==> config.mk <==
export PLATFORM = sky130hd
export DESIGN_NAME = game_sprite_control
export DESIGN_NICKNAME = d
export VERILOG_FILES = /design/src/rtl/game_sprite_control.sv
export SDC_FILE = /design/constraint.sdc
export NUM_CORES = 1
export LEC_CHECK = 0
export ABC_AREA = 1
export CORE_ASPECT_RATIO = 0.6
export CORE_MARGIN = 5
export CORE_UTILIZATION = 51
export DETAILED_ROUTE_END_ITERATION = 8
export PLACE_DENSITY = 0.81
export SLEW_MARGIN = 40
export SYNTH_ARGS = -nofsm -noshare
export SYNTH_HDL_FRONTEND = slang
export SYNTH_SLANG_ARGS = --single-unit
export TNS_END_PERCENT = 1
==> constraint.sdc <==
create_clock -name clk_i -period 1.9 [get_ports clk_i]
set_input_delay 0.38 -clock clk_i [delete_from_list [all_inputs] [get_ports clk_i]]
set_output_delay 0.38 -clock clk_i [all_outputs]
set_load 0.01 [all_outputs]
==> src/rtl/game_sprite_control.sv <==
// Motion controller for one game sprite: owns position and life cycle
// (idle / moving / hit) and drives registered x/y into the display stage.
module game_sprite_control #(
  parameter int X_WIDTH    = 10,
  parameter int Y_WIDTH    = 10,
  parameter int D_WIDTH    = 4,
  parameter int SPEED_DIV  = 1,
  parameter int HIT_FRAMES = 16
) (
  input  logic               clk_i,
  input  logic               reset_i,
  input  logic               frame_tick_i,
  input  logic               launch_i,
  input  logic [X_WIDTH-1:0] init_x_i,
  input  logic [Y_WIDTH-1:0] init_y_i,
  input  logic [D_WIDTH-1:0] dx_i,
  input  logic [D_WIDTH-1:0] dy_i,
  input  logic               collision_i,
  input  logic               sprite_out_of_screen_i,
  output logic [X_WIDTH-1:0] sprite_x_o,
  output logic [Y_WIDTH-1:0] sprite_y_o,
  output logic               sprite_active_o,
  output logic               sprite_hit_o,
  output logic               done_o
);

  localparam int DIV_W = (SPEED_DIV > 1) ? $clog2(SPEED_DIV) : 1;
  localparam int HIT_W = (HIT_FRAMES > 1) ? $clog2(HIT_FRAMES) : 1;
  localparam logic [DIV_W-1:0] DIV_LAST = DIV_W'(SPEED_DIV - 1);
  localparam logic [HIT_W-1:0] HIT_LAST = HIT_W'(HIT_FRAMES - 1);

  typedef enum logic [1:0] {
    ST_IDLE   = 2'd0,
    ST_MOVING = 2'd1,
    ST_HIT    = 2'd2
  } state_t;

  state_t             state_q, state_d;
  logic [X_WIDTH-1:0] x_q, x_d;
  logic [Y_WIDTH-1:0] y_q, y_d;
  logic [D_WIDTH-1:0] dx_q, dx_d;
  logic [D_WIDTH-1:0] dy_q, dy_d;
  logic [DIV_W-1:0]   div_q, div_d;
  logic [HIT_W-1:0]   hcnt_q, hcnt_d;
  logic               act_q, act_d;
  logic               hit_q, hit_d;
  logic               done_q, done_d;

  logic [X_WIDTH-1:0] x_step;
  logic [Y_WIDTH-1:0] y_step;
  logic               load;

  // Velocity is two's complement; sums wrap naturally at the coordinate width.
  assign x_step = x_q + {{(X_WIDTH-D_WIDTH){dx_q[D_WIDTH-1]}}, dx_q};
  assign y_step = y_q + {{(Y_WIDTH-D_WIDTH){dy_q[D_WIDTH-1]}}, dy_q};
  assign load   = launch_i && (state_q != ST_HIT);

  always_comb begin
    state_d = state_q;
    x_d     = x_q;
    y_d     = y_q;
    dx_d    = dx_q;
    dy_d    = dy_q;
    div_d   = div_q;
    hcnt_d  = hcnt_q;
    done_d  = 1'b0;

    if (load) begin
      state_d = ST_MOVING;
      x_d     = init_x_i;
      y_d     = init_y_i;
      dx_d    = dx_i;
      dy_d    = dy_i;
      div_d   = '0;
    end else begin
      unique case (state_q)
        ST_MOVING: begin
          if (collision_i) begin
            state_d = ST_HIT;
            hcnt_d  = '0;
          end else if (frame_tick_i) begin
            if (sprite_out_of_screen_i) begin
              state_d = ST_IDLE;
              done_d  = 1'b1;
            end else if (div_q == DIV_LAST) begin
              x_d   = x_step;
              y_d   = y_step;
              div_d = '0;
            end else begin
              div_d = div_q + 1'b1;
            end
          end
        end
        ST_HIT: begin
          if (frame_tick_i) begin
            if (hcnt_q == HIT_LAST) begin
              state_d = ST_IDLE;
              done_d  = 1'b1;
            end else begin
              hcnt_d = hcnt_q + 1'b1;
            end
          end
        end
        default: state_d = ST_IDLE;
      endcase
    end

    // Flags follow the next state so they are registered alongside it.
    act_d = (state_d != ST_IDLE);
    hit_d = (state_d == ST_HIT);
  end

  always_ff @(posedge clk_i or posedge reset_i) begin
    if (reset_i) begin
      state_q <= ST_IDLE;
      x_q     <= '0;
      y_q     <= '0;
      dx_q    <= '0;
      dy_q    <= '0;
      div_q   <= '0;
      hcnt_q  <= '0;
      act_q   <= 1'b0;
      hit_q   <= 1'b0;
      done_q  <= 1'b0;
    end else begin
      state_q <= state_d;
      x_q     <= x_d;
      y_q     <= y_d;
      dx_q    <= dx_d;
      dy_q    <= dy_d;
      div_q   <= div_d;
      hcnt_q  <= hcnt_d;
      act_q   <= act_d;
      hit_q   <= hit_d;
      done_q  <= done_d;
    end
  end

  assign sprite_x_o      = x_q;
  assign sprite_y_o      = y_q;
  assign sprite_active_o = act_q;
  assign sprite_hit_o    = hit_q;
  assign done_o          = done_q;

endmodule

==> run metrics, run 1 <==
number of clock buffers inserted by TritonCTS=5; Leakage Power=1.70 nW; Max IR drop VDD=roughly 0.52 mV; Total Die Area=6760 um2; gp weighted congestion=0.866; clock tree from TritonCTS=yes; GRT Overall Usage=0.204; die width=103 um; Die Ht=65.7 um; library cell with the highest instance count after synthesis=nand2_1; number of buffers inserted by post-CTS setup repair=0; Detailed Route WL=6340 um; final design area excluding fillers=roughly 3400 um2; placement row count=20; slew at the pin closest to its max-slew limit=0.471 ns; worst setup path category=reg -> reg; count of H-tree levels built during CTS=2; initial core utilization=0.525; clock latency on the worst-skew pair=0.30 ns; fin nets=485; # hold bufs at CTS=0; CP Max Fanout=15; Data arrival, critical path=1.92 ns; via density per instance=5.17; hold_ws=0.489 ns; initial antenna violation count=0; pin count of the biggest net entering global routing=38; Distinct cells, synth=27; unrepaired setup endpoints after global routing=false; average wire per standard cell=between 10 and 15 um; antenna-violating nets left=0; dominant cells by area after synthesis=dfrtp_1, nand2_1, ha_1; Sinks on Clock Net=37; share of synthesized area occupied by flip-flops and latches=0.351; proportion of synthesized flip-flops having asynchronous set or reset=1.00; Placed Area=3250 um2; total nets after synthesis=426; Yosys top cell area share=0.351; tightest slew margin relative to the limit=0.686; maximum clock insertion buffer count=2; Hold Path Class=in -> async; overflow left after global routing=0; detailed placement HPWL=between 4000 and 5000 um; crit path capture type=register; result of the run=finished clean; Core Area=5030 um2; maximum clock skew at final layout=0.00725 ns; Post-synth top cells=nand2_1, nor2_1, dfrtp_1; top achievable clock speed=approximately 570 MHz; minimum clock period=1.75 ns; share of post-route cells with drive strength above 1=0.0653; register bit count reported by yosys=37; synth-to-layout area growth=28.3%; antenna fix cells=0; number of setup violations in the final report=0; DRC violations left=0; number of synthesized flops with an enable pin=0; count of final max-slew check failures=0; total of buffers placed on input and output ports=between 50 and 60; post-synth design cell area=2640 um2; global-route wire length before repair=around 11000 um; post-synthesis cell type with the largest combined area=dfrtp_1; Ys Warns=0; drt first-iter violations=128; Synth Area per Inst=7.15 um2; Reg clk slew, reported paths=0.08 ns; count of maximum capacitance violations=0; startpoint type of the worst setup path=register; leading register cell type out of synthesis=dfrtp_1; number of iterations in the first detailed-routing pass=4; required arrival time at the worst endpoint=2.07 ns; power per unit of standard cell area=approximately 1000 nW/um2; IO Count=57; final hold violation count=0; clock root buffer=clkbuf_8; number of instances in the synthesized netlist=369; detailed-route via count=2559; final worst path period share=0.921; number of global-route vias before repair=between 2k and 2.5k
==> through the flow <==
stage                     setup TNS (ns)  utilization  setup WS [ns]  power [W]  std cells
after global placement                 0        0.647         0.0655    0.00261        487
final                                  0        0.674          0.151    0.00340        495
after detailed placement         -0.0830        0.647        -0.0168    0.00265        487
after floorplan                        0            -          0.255    0.00212        369
after global routing                   0        0.674       0.000588    0.00367        495
after CTS                              0        0.671         0.0451    0.00340        495
==> placed cells by master, fill, tap and decap left out, types with 4 or more instances in the layout <==
cell,count
a31oi_2,4
o21ai_0,7
nand3_1,34
dfrtp_1,35
buf_4,4
a21oi_1,24
xor2_1,5
nand2_1,129
inv_1,28
clkbuf_8,6
clkdlybuf4s50_1,56
ha_1,20
nor2_1,49
==> registers in the layout (all words and copies together), names as in the netlist <==
| register | cells |
|---|---|
| state_q | 2 |
| sprite_x_o | 10 |
| hcnt_q | 4 |
| sprite_active_o | 1 |
| dx_q | 4 |
| done_o | 1 |
| sprite_y_o | 10 |
| dy_q | 4 |
| sprite_hit_o | 1 |
==> final timing paths <==
check | start | slack [ns] | to | cells past startpoint
setup / recovery | state_q[0] | 0.15 | sprite_x_o[0] | 9
setup reg to reg | state_q[0] | 0.15 | sprite_x_o[0] | 9
max in group asynchronous | reset_i | 1.06 | dy_q[3] | 3
hold reg to reg | dx_q[0] | 0.49 | dx_q[0] | 2
hold / removal | reset_i | 0.49 | state_q[0] | 3
min in group clk_i | dx_q[0] | 0.49 | dx_q[0] | 2
==> worst max-delay path, stage by stage, from the launching register on <==
cell and delay [ns]:
dfrtp_1 0.41, inv_1 0.07, ha_1 0.24, inv_2 0.09, nand2_4 0.08, inv_2 0.05, a21oi_4 0.29, inv_4 0.16
nor2_1 0.16, a31oi_2 0.05
==> cells by family (layout without fill, tap and decap cells) <==
| family | after synthesis | after routing | share of synthesized area |
|---|---|---|---|
| buffers and inverters | 40 | 100 | 0.0706 |
| AND/OR/NAND/NOR | 217 | 217 | 0.332 |
| adder cells (fa/ha/maj) | 23 | 23 | 0.115 |
| AO/OA/AOI/OAI | 45 | 45 | 0.109 |
| XOR/XNOR | 7 | 7 | 0.0232 |
| flip-flops | 37 | 37 | 0.351 |
==> cell type report <==
class / count / area, um2
timing repair buffer: 61 / 602
multi-input combinational: 292 / 1540
fill: 421 / 1640
clock inverter: 2 / 37.5
inverter: 31 / 119
sequential: 37 / 928
tap: 66 / 82.6
clock buffer: 6 / 82.6
==> metal layers <==
layer | wire (um) | GRT usage
met5 | 0 | 0
met4 | 66 | 0.0485
met3 | 369 | 0.0445
met2 | 2870 | 0.332
met1 | 3040 | 0.276
==> where the power goes <==
group	internal (W)	total, W	switching, W
Clock	0.000427	0.000736	0.000309
Sequential	0.000932	0.00108	0.000150
Combinational	0.000731	0.00158	0.000847
Total	0.00209	0.00340	0.00131
==> timing repair <==
item                       4_1_cts  5_1_grt
hold endpoints to repair         0        0
gates resized for setup          0        6
setup endpoints to repair        0        9
Power figures use the tool's default switching activity.
==> run 2: changes to the inputs <==
--- a/config.mk
+++ b/config.mk
@@ -9,6 +9,7 @@
 export CORE_ASPECT_RATIO = 0.6
 export CORE_MARGIN = 5
 export CORE_UTILIZATION = 51
+export CTS_CLUSTER_SIZE = 8
 export DETAILED_ROUTE_END_ITERATION = 8
 export PLACE_DENSITY = 0.81
 export SLEW_MARGIN = 40
==> constraint.sdc (replaced) <==
create_clock -name clk_i -period 1.9 [get_ports clk_i]
set_input_delay 0.57 -clock clk_i [delete_from_list [all_inputs] [get_ports clk_i]]
set_output_delay 0.57 -clock clk_i [all_outputs]
set_load 0.01 [all_outputs]
==> run 2 against run 1 <==
Final cell count up 0.61%. First-iteration DRC count up 44%. Critical path type is now reg -> out. Clock power down 28%. Largest cell class unchanged. Die area unchanged. Critical endpoint is now sprite_x_o[2]. Combinational power up 5%. Routed wire length up 4.3%. Setup slack worse by 0.082 ns. Global-route usage about the same. Via count up 0.23%. Count of clock-buffer cells in the layout unchanged. Cell area up 0.81%.
==> run metrics, run 2 (synthesis gave the netlist of run 1 again) <==
result of the run=finished clean; drt first-iter violations=184 (+44%); CP Max Fanout=3 (-12); worst-case reg-to-reg path depth=9 (unchanged); final worst path period share=0.964 (+0.0434); via density per instance=5.15 (-0.37%); met3 GRT Util=0.0477 (+0.00318); detailed-route via count=2565 (+0.23%); number of buffers inserted by post-CTS setup repair=0 (unchanged); minimum clock period=1.83 ns (+0.0824 ns); number of iterations in the first detailed-routing pass=4 (unchanged); initial core utilization=0.525 (unchanged); synth-to-layout area growth=29.4%; # hold bufs at CTS=0 (unchanged); Detailed Route WL=6610 um (+4.3%); antenna-violating nets left=0 (unchanged); crit path capture type=output port; number of global-route vias before repair=2444 (-1.9%); number of clock buffers inserted by TritonCTS=5 (unchanged); GRT Max-Usage Layer=met2; biggest cell delay along the critical path=0.56 ns (+0.15 ns); Max IR drop VDD=0.534 mV (+1.8%); Data arrival, critical path=1.26 ns (-0.66 ns); Clock Power Share=0.162 (-0.055); commonest cells after routing, fill and taps aside=nand2_1, clkdlybuf4s50_1, nor2_1; Total Die Area=6760 um2 (unchanged); most common library cell in the layout ignoring fill and taps=nand2_1; number of instances resized during post-cts repair=0 (unchanged); total of buffers placed on input and output ports=56 (unchanged); terminus of the critical flop-to-flop path=sprite_y_o[6]; cell breakdown of the critical path=clkdlybuf4s50_1; count of final max-slew check failures=0 (unchanged); power per unit of standard cell area=961 nW/um2 (-4.1%); capture endpoint of the worst hold path=dx_q[0]; fin nets=488 (+0.62%); initial antenna violation count=0 (unchanged); GRT Overall Usage=0.203 (-0.000454); overflow left after global routing=0 (unchanged); number of setup violations in the final report=0 (unchanged); clock root buffer=clkbuf_8; count of maximum capacitance violations=0 (unchanged); Sequential Power Share=0.333 (+0.014); placement row count=20 (unchanged); Max stage delay cell, worst path=clkdlybuf4s50_1; Die Ht=65.7 um (unchanged); worst slack after detailed placement=-0.0709 ns (-0.0541 ns); IO Count=57 (unchanged); startpoint type of the worst setup path=register; share of post-route cells with drive strength above 1=0.0856 (+0.0204); Worst R2R Start=sprite_y_o[0]; critical path buffer and inverter count=1 (-3); unrepaired setup endpoints after global routing=false; average wire per standard cell=13.3 um (+3.7%); number of inserted filler cells in the final layout=446 (+5.9%); Int Power=0.00195 W (-6.9%); critical path launch point=sprite_x_o[2]; combinational group share of total power=0.505 (+0.040); required arrival time at the worst endpoint=1.33 ns (-0.74 ns); Reg clk slew, reported paths=0.07 ns (about the same); count of H-tree levels built during CTS=2 (unchanged); clock tree from TritonCTS=yes; kind of cell adding the most delay to the critical path=buffers and inverters; slew at the pin closest to its max-slew limit=0.371 ns (-0.0996 ns); antenna fix cells=0 (unchanged); startpoint of the most critical hold path=dx_q[0]; switching part of the total=0.407 (+0.0224); setup_tns=0 ns (unchanged); DRC violations left=0 (unchanged); die width=103 um (unchanged); Hold Path Class=reg -> reg; register-to-register setup slack=0.12 ns (-0.03 ns); net switching power=0.00134 W (+2.3%); clock latency on the worst-skew pair=0.29 ns (about the same); global-route wire length before repair=11000 um (-0.13%); pin count of the biggest net entering global routing=38 (unchanged); tightest slew margin relative to the limit=0.752 (+0.0655); global-route track usage on met1=0.277 (+0.00174); Core Area=5030 um2 (unchanged); worst hold stages=2; Sinks on Clock Net=37 (unchanged); detailed placement HPWL=5020 um (+4.6%); maximum clock skew at final layout=0.00339 ns (-0.00385 ns); met2 track utilization from global routing=0.331 (-0.00160); final worst-path setup slack=0.0682 ns (-0.0824 ns); gp weighted congestion=0.877 (+1.3%); maximum clock insertion buffer count=2 (unchanged); Leakage Power=1.71 nW (+0.39%); worst setup path category=reg -> out; top achievable clock speed=546 MHz (-4.5%); final hold violation count=0 (unchanged)
run 2: changes by cell type in the layout (fill, tap and decap cells not counted), sizes merged:
cell      previous run  this run
clkinvlp             1         0
clkinv               0         2
buf                  5         8
bufinv               1         0
run 2: per-layer routing:
metal	wire length [um]	vias up
met5	0	-
met4	53	0
met3	447	9
met2	3010	71
met1	3100	1171
li1	-	1314
run 2: cell type report:
type / instances / area [um2] / area share
clock buffers: 6 / 72.6 / 0.0212
clock inverters: 2 / 10.0 / 0.00293
repair buffers: 64 / 646 / 0.189
flip-flops and latches: 37 / 931 / 0.273
multi-input cells: 292 / 1560 / 0.455
inverters: 31 / 119 / 0.0348
well taps: 66 / 82.6 / 0.0242
run 2: metrics by stage:
stage | area, um2 | std cells | hold WS, ns | power [W] | utilization
2_1_floorplan | 2640 | 369 | 0.453 | 0.00212 | -
3_3_place_gp | 3300 | 490 | 0.473 | 0.00263 | 0.656
3_5_place_dp | 3300 | 490 | 0.471 | 0.00270 | 0.656
4_1_cts | 3380 | 498 | 0.491 | 0.00325 | 0.673
5_1_grt | 3420 | 498 | 0.528 | 0.00357 | 0.679
6_report | 3420 | 498 | 0.492 | 0.00328 | 0.679
run 2: worst min-delay path: stages, from the launching register on:
cell and delay, ns:
dfrtp_1 0.35, nand2_1 0.06, nand2_1 0.05
run 2: power groups by stage:
| stage | logic [W] | registers, W | clock network [W] |
|---|---|---|---|
| global placement | 0.00153 | 0.00109 | 0 |
| CTS | 0.00162 | 0.00108 | 0.000549 |
| detailed placement | 0.00160 | 0.00110 | 0 |
| floorplan | 0.00101 | 0.00112 | 0 |
| finish | 0.00166 | 0.00109 | 0.000532 |
| global route | 0.00187 | 0.00111 | 0.000589 |
run 2: worst max-delay path by stage:
| stage | cells past startpoint | to | slack, ns |
|---|---|---|---|
| floorplan | 9 | sprite_y_o[6] | 0.25 |
| global placement | 6 | sprite_x_o[4] | -0.03 |
| detailed placement | 7 | hcnt_q[0] | -0.07 |
| CTS | 1 | sprite_x_o[1] | 0.02 |
| global route | 9 | sprite_y_o[6] | 0.002 |
| finish | 1 | sprite_x_o[2] | 0.07 |
==> run 3: changes to the inputs <==
--- a/config.mk
+++ b/config.mk
@@ -9,6 +9,7 @@
 export CORE_ASPECT_RATIO = 0.6
 export CORE_MARGIN = 5
 export CORE_UTILIZATION = 51
+export CTS_CLUSTER_DIAMETER = 150
 export CTS_CLUSTER_SIZE = 8
 export DETAILED_ROUTE_END_ITERATION = 8
 export PLACE_DENSITY = 0.81
==> results of run 3 <==
No change in the layout: final DEF, timing and power equal those of run 2.
